`src/rtl/inimigo_pkg.sv`:
```
// inimigo_pkg: shared types for the enemy fleet.
// Holds the fleet state encoding and the coordinate width.
package inimigo_pkg;

  localparam int COORD_W = 10;

  typedef enum logic [1:0] {
    MARCHA  = 2'd0,
    VITORIA = 2'd1,
    INVASAO = 2'd2
  } estado_t;

endpackage

```
`src/rtl/frota_extremos.sv`:
```
// frota_extremos: lowest/highest set index of the alive mask.
// Ports: vivos in; esq (lowest alive), dir (highest alive) out.
module frota_extremos #(
  parameter int N = 8
) (
  input  logic [N-1:0]         vivos,
  output logic [$clog2(N)-1:0] esq,
  output logic [$clog2(N)-1:0] dir
);
  import inimigo_pkg::*;

  localparam int IW = $clog2(N);

  always_comb begin
    esq = '0;
    dir = '0;
    for (int i = N - 1; i >= 0; i--) begin
      if (vivos[i]) esq = IW'(i);
    end
    for (int i = 0; i < N; i++) begin
      if (vivos[i]) dir = IW'(i);
    end
  end

endmodule

```
`src/rtl/inimigo_frota.sv`:
```
// inimigo_frota: a row of enemies marching as one unit.
// In: CLOCK_50, reset(n), pausa, reiniciarJogo, acerto, acerto_idx.
// Out: x/y/largura/altura/vivos/direcao for the renderer;
//      passo pulse; onda_limpa and invasao levels for game control.
module inimigo_frota #(
  parameter int N_INIMIGOS = 8,
  parameter int LARGURA    = 11,
  parameter int ALTURA     = 8,
  parameter int ESPACO     = 16,
  parameter int X_INICIAL  = 300,
  parameter int Y_INICIAL  = 300,
  parameter int X_MIN      = 0,
  parameter int X_MAX      = 640,
  parameter int PASSO_X    = 2,
  parameter int PASSO_Y    = 8,
  parameter int Y_LIMITE   = 440,
  parameter int DIV_TICK   = 833333
) (
  input  logic                          CLOCK_50,
  input  logic                          reset,
  input  logic                          pausa,
  input  logic                          reiniciarJogo,
  input  logic                          acerto,
  input  logic [$clog2(N_INIMIGOS)-1:0] acerto_idx,
  output logic [9:0]                    largura,
  output logic [9:0]                    altura,
  output logic [9:0]                    x,
  output logic [9:0]                    y,
  output logic [N_INIMIGOS-1:0]         vivos,
  output logic                          direcao,
  output logic                          passo,
  output logic                          onda_limpa,
  output logic                          invasao
);
  import inimigo_pkg::*;

  localparam int IW = $clog2(N_INIMIGOS);
  localparam int CW = (DIV_TICK > 1) ? $clog2(DIV_TICK) : 1;
  localparam int EW = COORD_W + 1;

  localparam logic [CW-1:0] CNT_MAX = CW'(DIV_TICK - 1);
  localparam logic [COORD_W-1:0] X0 = COORD_W'(X_INICIAL);
  localparam logic [COORD_W-1:0] Y0 = COORD_W'(Y_INICIAL);
  localparam logic [COORD_W-1:0] DX = COORD_W'(PASSO_X);
  localparam logic [EW-1:0] LIM_ESQ = EW'(X_MIN + PASSO_X);

  logic [CW-1:0]         cnt_q, cnt_d;
  logic [COORD_W-1:0]    x_q, x_d;
  logic [COORD_W-1:0]    y_q, y_d;
  logic [N_INIMIGOS-1:0] vivos_q, vivos_d;
  logic                  dir_q, dir_d;
  logic                  passo_q, passo_d;
  estado_t               estado_q, estado_d;

  logic [IW-1:0] ext_esq;
  logic [IW-1:0] ext_dir;
  logic          tick;
  logic [EW-1:0] borda_dir;
  logic [EW-1:0] borda_esq;
  logic [EW-1:0] y_desc;
  logic          bate_dir;
  logic          bate_esq;
  logic          desce;
  logic          invade;
  logic          idx_ok;

  frota_extremos #(
    .N (N_INIMIGOS)
  ) u_extremos (
    .vivos (vivos_q),
    .esq   (ext_esq),
    .dir   (ext_dir)
  );

  assign tick = (cnt_q == CNT_MAX);

  // Edges are judged on the living extent only, in 11 bits.
  assign borda_dir = EW'(x_q)
                   + EW'(ext_dir) * EW'(ESPACO)
                   + EW'(LARGURA + PASSO_X);
  assign borda_esq = EW'(x_q)
                   + EW'(ext_esq) * EW'(ESPACO);
  assign bate_dir  = borda_dir > EW'(X_MAX);

  // The origin itself must also stay at or above X_MIN,
  // even when the leftmost columns are already dead.
  assign bate_esq  = (borda_esq < LIM_ESQ)
                   || (EW'(x_q) < LIM_ESQ);
  assign desce     = dir_q ? bate_dir : bate_esq;
  assign y_desc    = EW'(y_q) + EW'(PASSO_Y);
  assign invade    = (y_desc + EW'(ALTURA)) >= EW'(Y_LIMITE);
  assign idx_ok    = int'(acerto_idx) < N_INIMIGOS;

  always_comb begin
    cnt_d    = cnt_q;
    x_d      = x_q;
    y_d      = y_q;
    vivos_d  = vivos_q;
    dir_d    = dir_q;
    estado_d = estado_q;
    passo_d  = 1'b0;
    if (reiniciarJogo) begin
      cnt_d    = '0;
      x_d      = X0;
      y_d      = Y0;
      vivos_d  = '1;
      dir_d    = 1'b1;
      estado_d = MARCHA;
    end else if (!pausa) begin
      cnt_d = tick ? '0 : cnt_q + CW'(1);
      unique case (estado_q)
        MARCHA: begin
          if (vivos_q == '0) begin
            estado_d = VITORIA;
          end else if (tick) begin
            passo_d = 1'b1;
            if (desce) begin
              y_d   = y_desc[COORD_W-1:0];
              dir_d = ~dir_q;
              if (invade) estado_d = INVASAO;
            end else if (dir_q) begin
              x_d = x_q + DX;
            end else begin
              x_d = x_q - DX;
            end
          end
          // Move used the pre-kill mask; kill lands same edge.
          if (acerto && idx_ok) vivos_d[acerto_idx] = 1'b0;
        end
        default: ;
      endcase
    end
  end

  always_ff @(posedge CLOCK_50 or negedge reset) begin
    if (!reset) begin
      cnt_q    <= '0;
      x_q      <= X0;
      y_q      <= Y0;
      vivos_q  <= '1;
      dir_q    <= 1'b1;
      passo_q  <= 1'b0;
      estado_q <= MARCHA;
    end else begin
      cnt_q    <= cnt_d;
      x_q      <= x_d;
      y_q      <= y_d;
      vivos_q  <= vivos_d;
      dir_q    <= dir_d;
      passo_q  <= passo_d;
      estado_q <= estado_d;
    end
  end

  assign largura    = 10'(LARGURA);
  assign altura     = 10'(ALTURA);
  assign x          = x_q;
  assign y          = y_q;
  assign vivos      = vivos_q;
  assign direcao    = dir_q;
  assign passo      = passo_q;
  assign onda_limpa = (estado_q == VITORIA);
  assign invasao    = (estado_q == INVASAO);

endmodule

```
`config.mk`:
```
export PLATFORM = sky130hd
export DESIGN_NAME = inimigo_frota
export DESIGN_NICKNAME = d
export VERILOG_FILES = /design/src/rtl/inimigo_pkg.sv /design/src/rtl/frota_extremos.sv /design/src/rtl/inimigo_frota.sv
export SDC_FILE = /design/constraint.sdc
export NUM_CORES = 1
export LEC_CHECK = 0
export ABC_CLOCK_PERIOD_IN_PS = 3650
export CAP_MARGIN = 10
export CELL_PAD_IN_SITES_DETAIL_PLACEMENT = 0
export CELL_PAD_IN_SITES_GLOBAL_PLACEMENT = 1
export CORE_ASPECT_RATIO = 1.2
export CORE_MARGIN = 3
export CORE_UTILIZATION = 40
export CTS_CLUSTER_DIAMETER = 150
export DETAILED_ROUTE_END_ITERATION = 10
export PLACE_DENSITY = 0.92
export SETUP_SLACK_MARGIN = 0.5
export SYNTH_ARGS = -nofsm -noshare
export SYNTH_HDL_FRONTEND = slang
export SYNTH_SLANG_ARGS = --single-unit
```
`constraint.sdc`:
```
create_clock -name CLOCK_50 -period 3.65 [get_ports CLOCK_50]
set_input_delay 0.5475 -clock CLOCK_50 [delete_from_list [all_inputs] [get_ports CLOCK_50]]
set_output_delay 0.5475 -clock CLOCK_50 [all_outputs]
set_load 0.01 [all_outputs]
```
==> results_dict.tcl <==
set metrics [dict create \
    antenna_cells 0 \
    pwr-share-comb_pct 19.5 \
    dr.pass1.iters 4 \
    hold_path_class "in2async" \
    rsz0062_at_grt "yes" \
    grt_pass1_wl_mm 13.7 \
    vias_per_cell 5.41 \
    netlist_area_sq_um 3440 \
    yosysMostFrequentCell "nor2_1" \
    crit_fanout 20 \
    start_util_pct 41.7 \
    synth_edf_count 0 \
    clk_path_buf_depth 2 \
    finalSetupViolCount 0 \
    n_fill_cell 810 \
    grt_usage_pct 16.9 \
    fin_cells 541 \
    routed_wl_mm 7.77 \
    die_w_um 90.6 \
    cts_tree "yes" \
    slew_viol_final 0 \
    yosysTopAreaCellShare_pct 23.3 \
    drv_cap 0 \
    tightest_slew_ns 0.559 \
    yosysTopAreaCell "dfrtp_1" \
    skew_ns 0.0102 \
    core_area_sq_um 8240 \
    p_int_mw 0.943 \
    ys_top_cells_by_count "nor2_1, dfrtp_1, nand2_1, buf_4" \
    cp_data_required_time_ns 3.89 \
    first_global_vias 2876 \
    nNetsFinal 450 \
    async_flop_share_pct 100 \
    port_buffers 36 \
    outcome "completed" \
    critical-path-slowest-cell "dfstp_2" \
    synth_seq_area_share_pct 36.3 \
    cpPeakStageDelay_ns 0.60 \
    fin_crit_sh_pct 82.5 \
    drc 0 \
    ys_types 62 \
    postRouteAntennaNets 0 \
    hold_viol 0 \
    vdd_drop_max_mv 0.210 \
    ys_top_cells_by_area "dfrtp_1, dfstp_2, ha_1" \
    drive_gt1_share_pct 10.1 \
    grt_max_degree 30 \
    swShare_pct 29.0 \
    grt_overflow 0 \
    ys.flop_type "dfrtp_1" \
    ioPinCount 60 \
    yosysWarnings 0 \
    synth_top_family_by_area "simple AND/OR/NAND/NOR gates" \
    regArea_sq_um 1250 \
    synth_seq_cells 49 \
    crit_arrival_ns 3.25 \
    h-tree-depth 2 \
    tns_ns 0 \
    routabilityCongestion 0.869 \
    crit_chain "a21oi_1 -> o21bai_1 -> a21oi_1 -> nor2_1 -> ha_1 -> inv_1 -> fa_1 -> nor2b_1 -> a31oi_1 -> o22ai_1 -> a21o_4 -> or4_1 -> a21oi_1" \
    antenna_found_initial 0 \
    synth_simple_gate_area_share_pct 26.1 \
    vias 2929 \
    seqPwrFrac_pct 47.9 \
    area_growth_pct 14.5 \
    die_area_sq_um 9750 \
    finalCriticalPeriod_ns 3.01 \
    dp_hpwl_mm 5.65 \
    clock_latency_ns 0.31 \
    synth_fa_ha_area_share_pct 6.04 \
    fmax_mhz 332 \
    p_per_area_nw_per_um2 338 \
    synth-compound-area-share_pct 15.9 \
    synth.avg_cell_area_sq_um 8.61 \
    start_kind "register" \
    clk_pin_slew_ns 0.10 \
    p_switching_mw 0.386 \
    fp.dieH_um 108 \
    power.leakage_nw 1.63 \
    crit_path_end_kind "register" \
    slew_headroom_pct 62.7 \
    muxShareOfSynthArea_pct 1.57 \
    cts_root_buf "clkbuf_8" \
    numClockSinks 49 \
    pwr-share-clk_pct 32.5 \
    drt_iter0_drc 219 \
    synthXorXnorAreaFrac_pct 4.59 \
    fp-row-count 36 \
    cts_buffers 5 \
    multi_input_area_sq_um 1960 \
    path_common_cell "a21oi_1" \
    wire_per_inst_um 14.4 \
    post_cts_buffers 0 \
    synthCells 399 \
    worst-setup-path-type "reg2reg" \
    placed_cells 533 \
]
## through the flow
step	hold slack [ns]	util [%]	cell area (sq um)	setup slack (ns)	total power, mW
finish	0.224	47.7	3940	0.639	1.33
global route	0.260	47.7	3940	0.446	1.40
CTS	0.233	47.6	3930	0.518	1.34
detailed placement	0.496	46.1	3800	0.531	0.907
global placement	0.495	46.1	3800	0.604	0.899
floorplan	0.252	-	3520	0.825	0.816
## registers in the layout, indices dropped and copies added (netlist names)
| register | cells |
|---|---|
| y | 8 |
| x | 9 |
| direcao | 1 |
| estado_q | 2 |
| cnt_q | 20 |
| passo | 1 |
| vivos | 8 |
## cells by family after synthesis
| logic type | Yosys count |
|---|---|
| multiplexers | 5 |
| buffers and inverters | 59 |
| AND/OR/NAND/NOR | 171 |
| flip-flops | 49 |
| XOR/XNOR | 18 |
| other | 2 |
| AO/OA/AOI/OAI | 79 |
| adder cells (fa/ha/maj) | 16 |
## worst max-delay path, delay by kind of cell (launching register included)
family	cells	cell delay [ns]
AOI/OAI and AO/OA	7	0.99
and+or+nand+nor	3	0.76
DFF	1	0.60
adders and majority gates	2	0.54
buffers and inverters	1	0.05
## layout make-up
type / instances / share of cell area, %
Multi-Input combinational cell: 312 / 49.8
Sequential cell: 49 / 31.7
Timing Repair Buffer: 41 / 9.98
Tap cell: 114 / 3.62
Clock inverter: 2 / 0.890
Inverter: 17 / 1.62
Clock buffer: 6 / 2.38
## layer usage
| metal | up-vias | part of all wire (%) | global-route usage (%) |
|---|---|---|---|
| met4 | 0 | 1.5 | 5.14 |
| met2 | 62 | 50 | 29.1 |
| li1 | 1435 | - | - |
| met5 | - | 0 | 0 |
| met1 | 1422 | 45 | 21.6 |
| met3 | 10 | 3.8 | 3.01 |
## power by group through the flow
stage | Combinational, mW | Clock, mW | Sequential, mW
finish | 0.260 | 0.432 | 0.637
global route | 0.297 | 0.462 | 0.644
CTS | 0.262 | 0.442 | 0.636
detailed placement | 0.261 | 0 | 0.646
global placement | 0.256 | 0 | 0.644
floorplan | 0.192 | 0 | 0.624
## cell usage in the layout, fill, tap and decap left out, types with 3 or more instances in the layout
cell type and n:
nand4_1 14, dfstp_2 17, o21ai_1 4, a211oi_1 3, clkdlybuf4s50_1 35, a21oi_1 12, a31oi_1 6, buf_4 5
nor2_1 40, o211ai_1 4, or2_2 6, clkbuf_8 5, or4_1 4, nand2_1 32, nor2b_1 8, a41oi_1 3
xnor2_1 7, a21o_1 5, mux2_1 3, and3_1 8, and4_1 3, conb_1 23, o31ai_1 9, nand3_1 17
nor3_1 14, ha_1 15, dfrtp_1 32, o22ai_1 3, inv_1 16, or3_1 5, xor2_1 11, nand2b_1 3
o21ai_0 13, nor4_1 3
## final timing paths
| path | from | end | slack, ns | depth (start not counted) |
|---|---|---|---|---|
| hold reg to reg | vivos[0]$_DFFE_PN1P_ | vivos[0]$_DFFE_PN1P_ | 0.51 | 2 |
| min in group CLOCK_50 | vivos[0]$_DFFE_PN1P_ | vivos[0]$_DFFE_PN1P_ | 0.51 | 2 |
| setup reg to reg | vivos[5]$_DFFE_PN1P_ | x[9]$_DFFE_PN0P_ | 0.64 | 13 |
| hold / removal | reset | estado_q[0]$_DFFE_PN0P_ | 0.22 | 1 |
| max in group asynchronous | reset | y[2]$_DFFE_PN1P_ | 2.63 | 2 |
| setup / recovery | vivos[5]$_DFFE_PN1P_ | x[9]$_DFFE_PN0P_ | 0.64 | 13 |
## repair_timing
action,4_1_cts,5_1_grt
endpoints found under the setup margin,0,10
hold buffers,0,0
resized for setup,0,2
(Power assumes the default switching activity.)
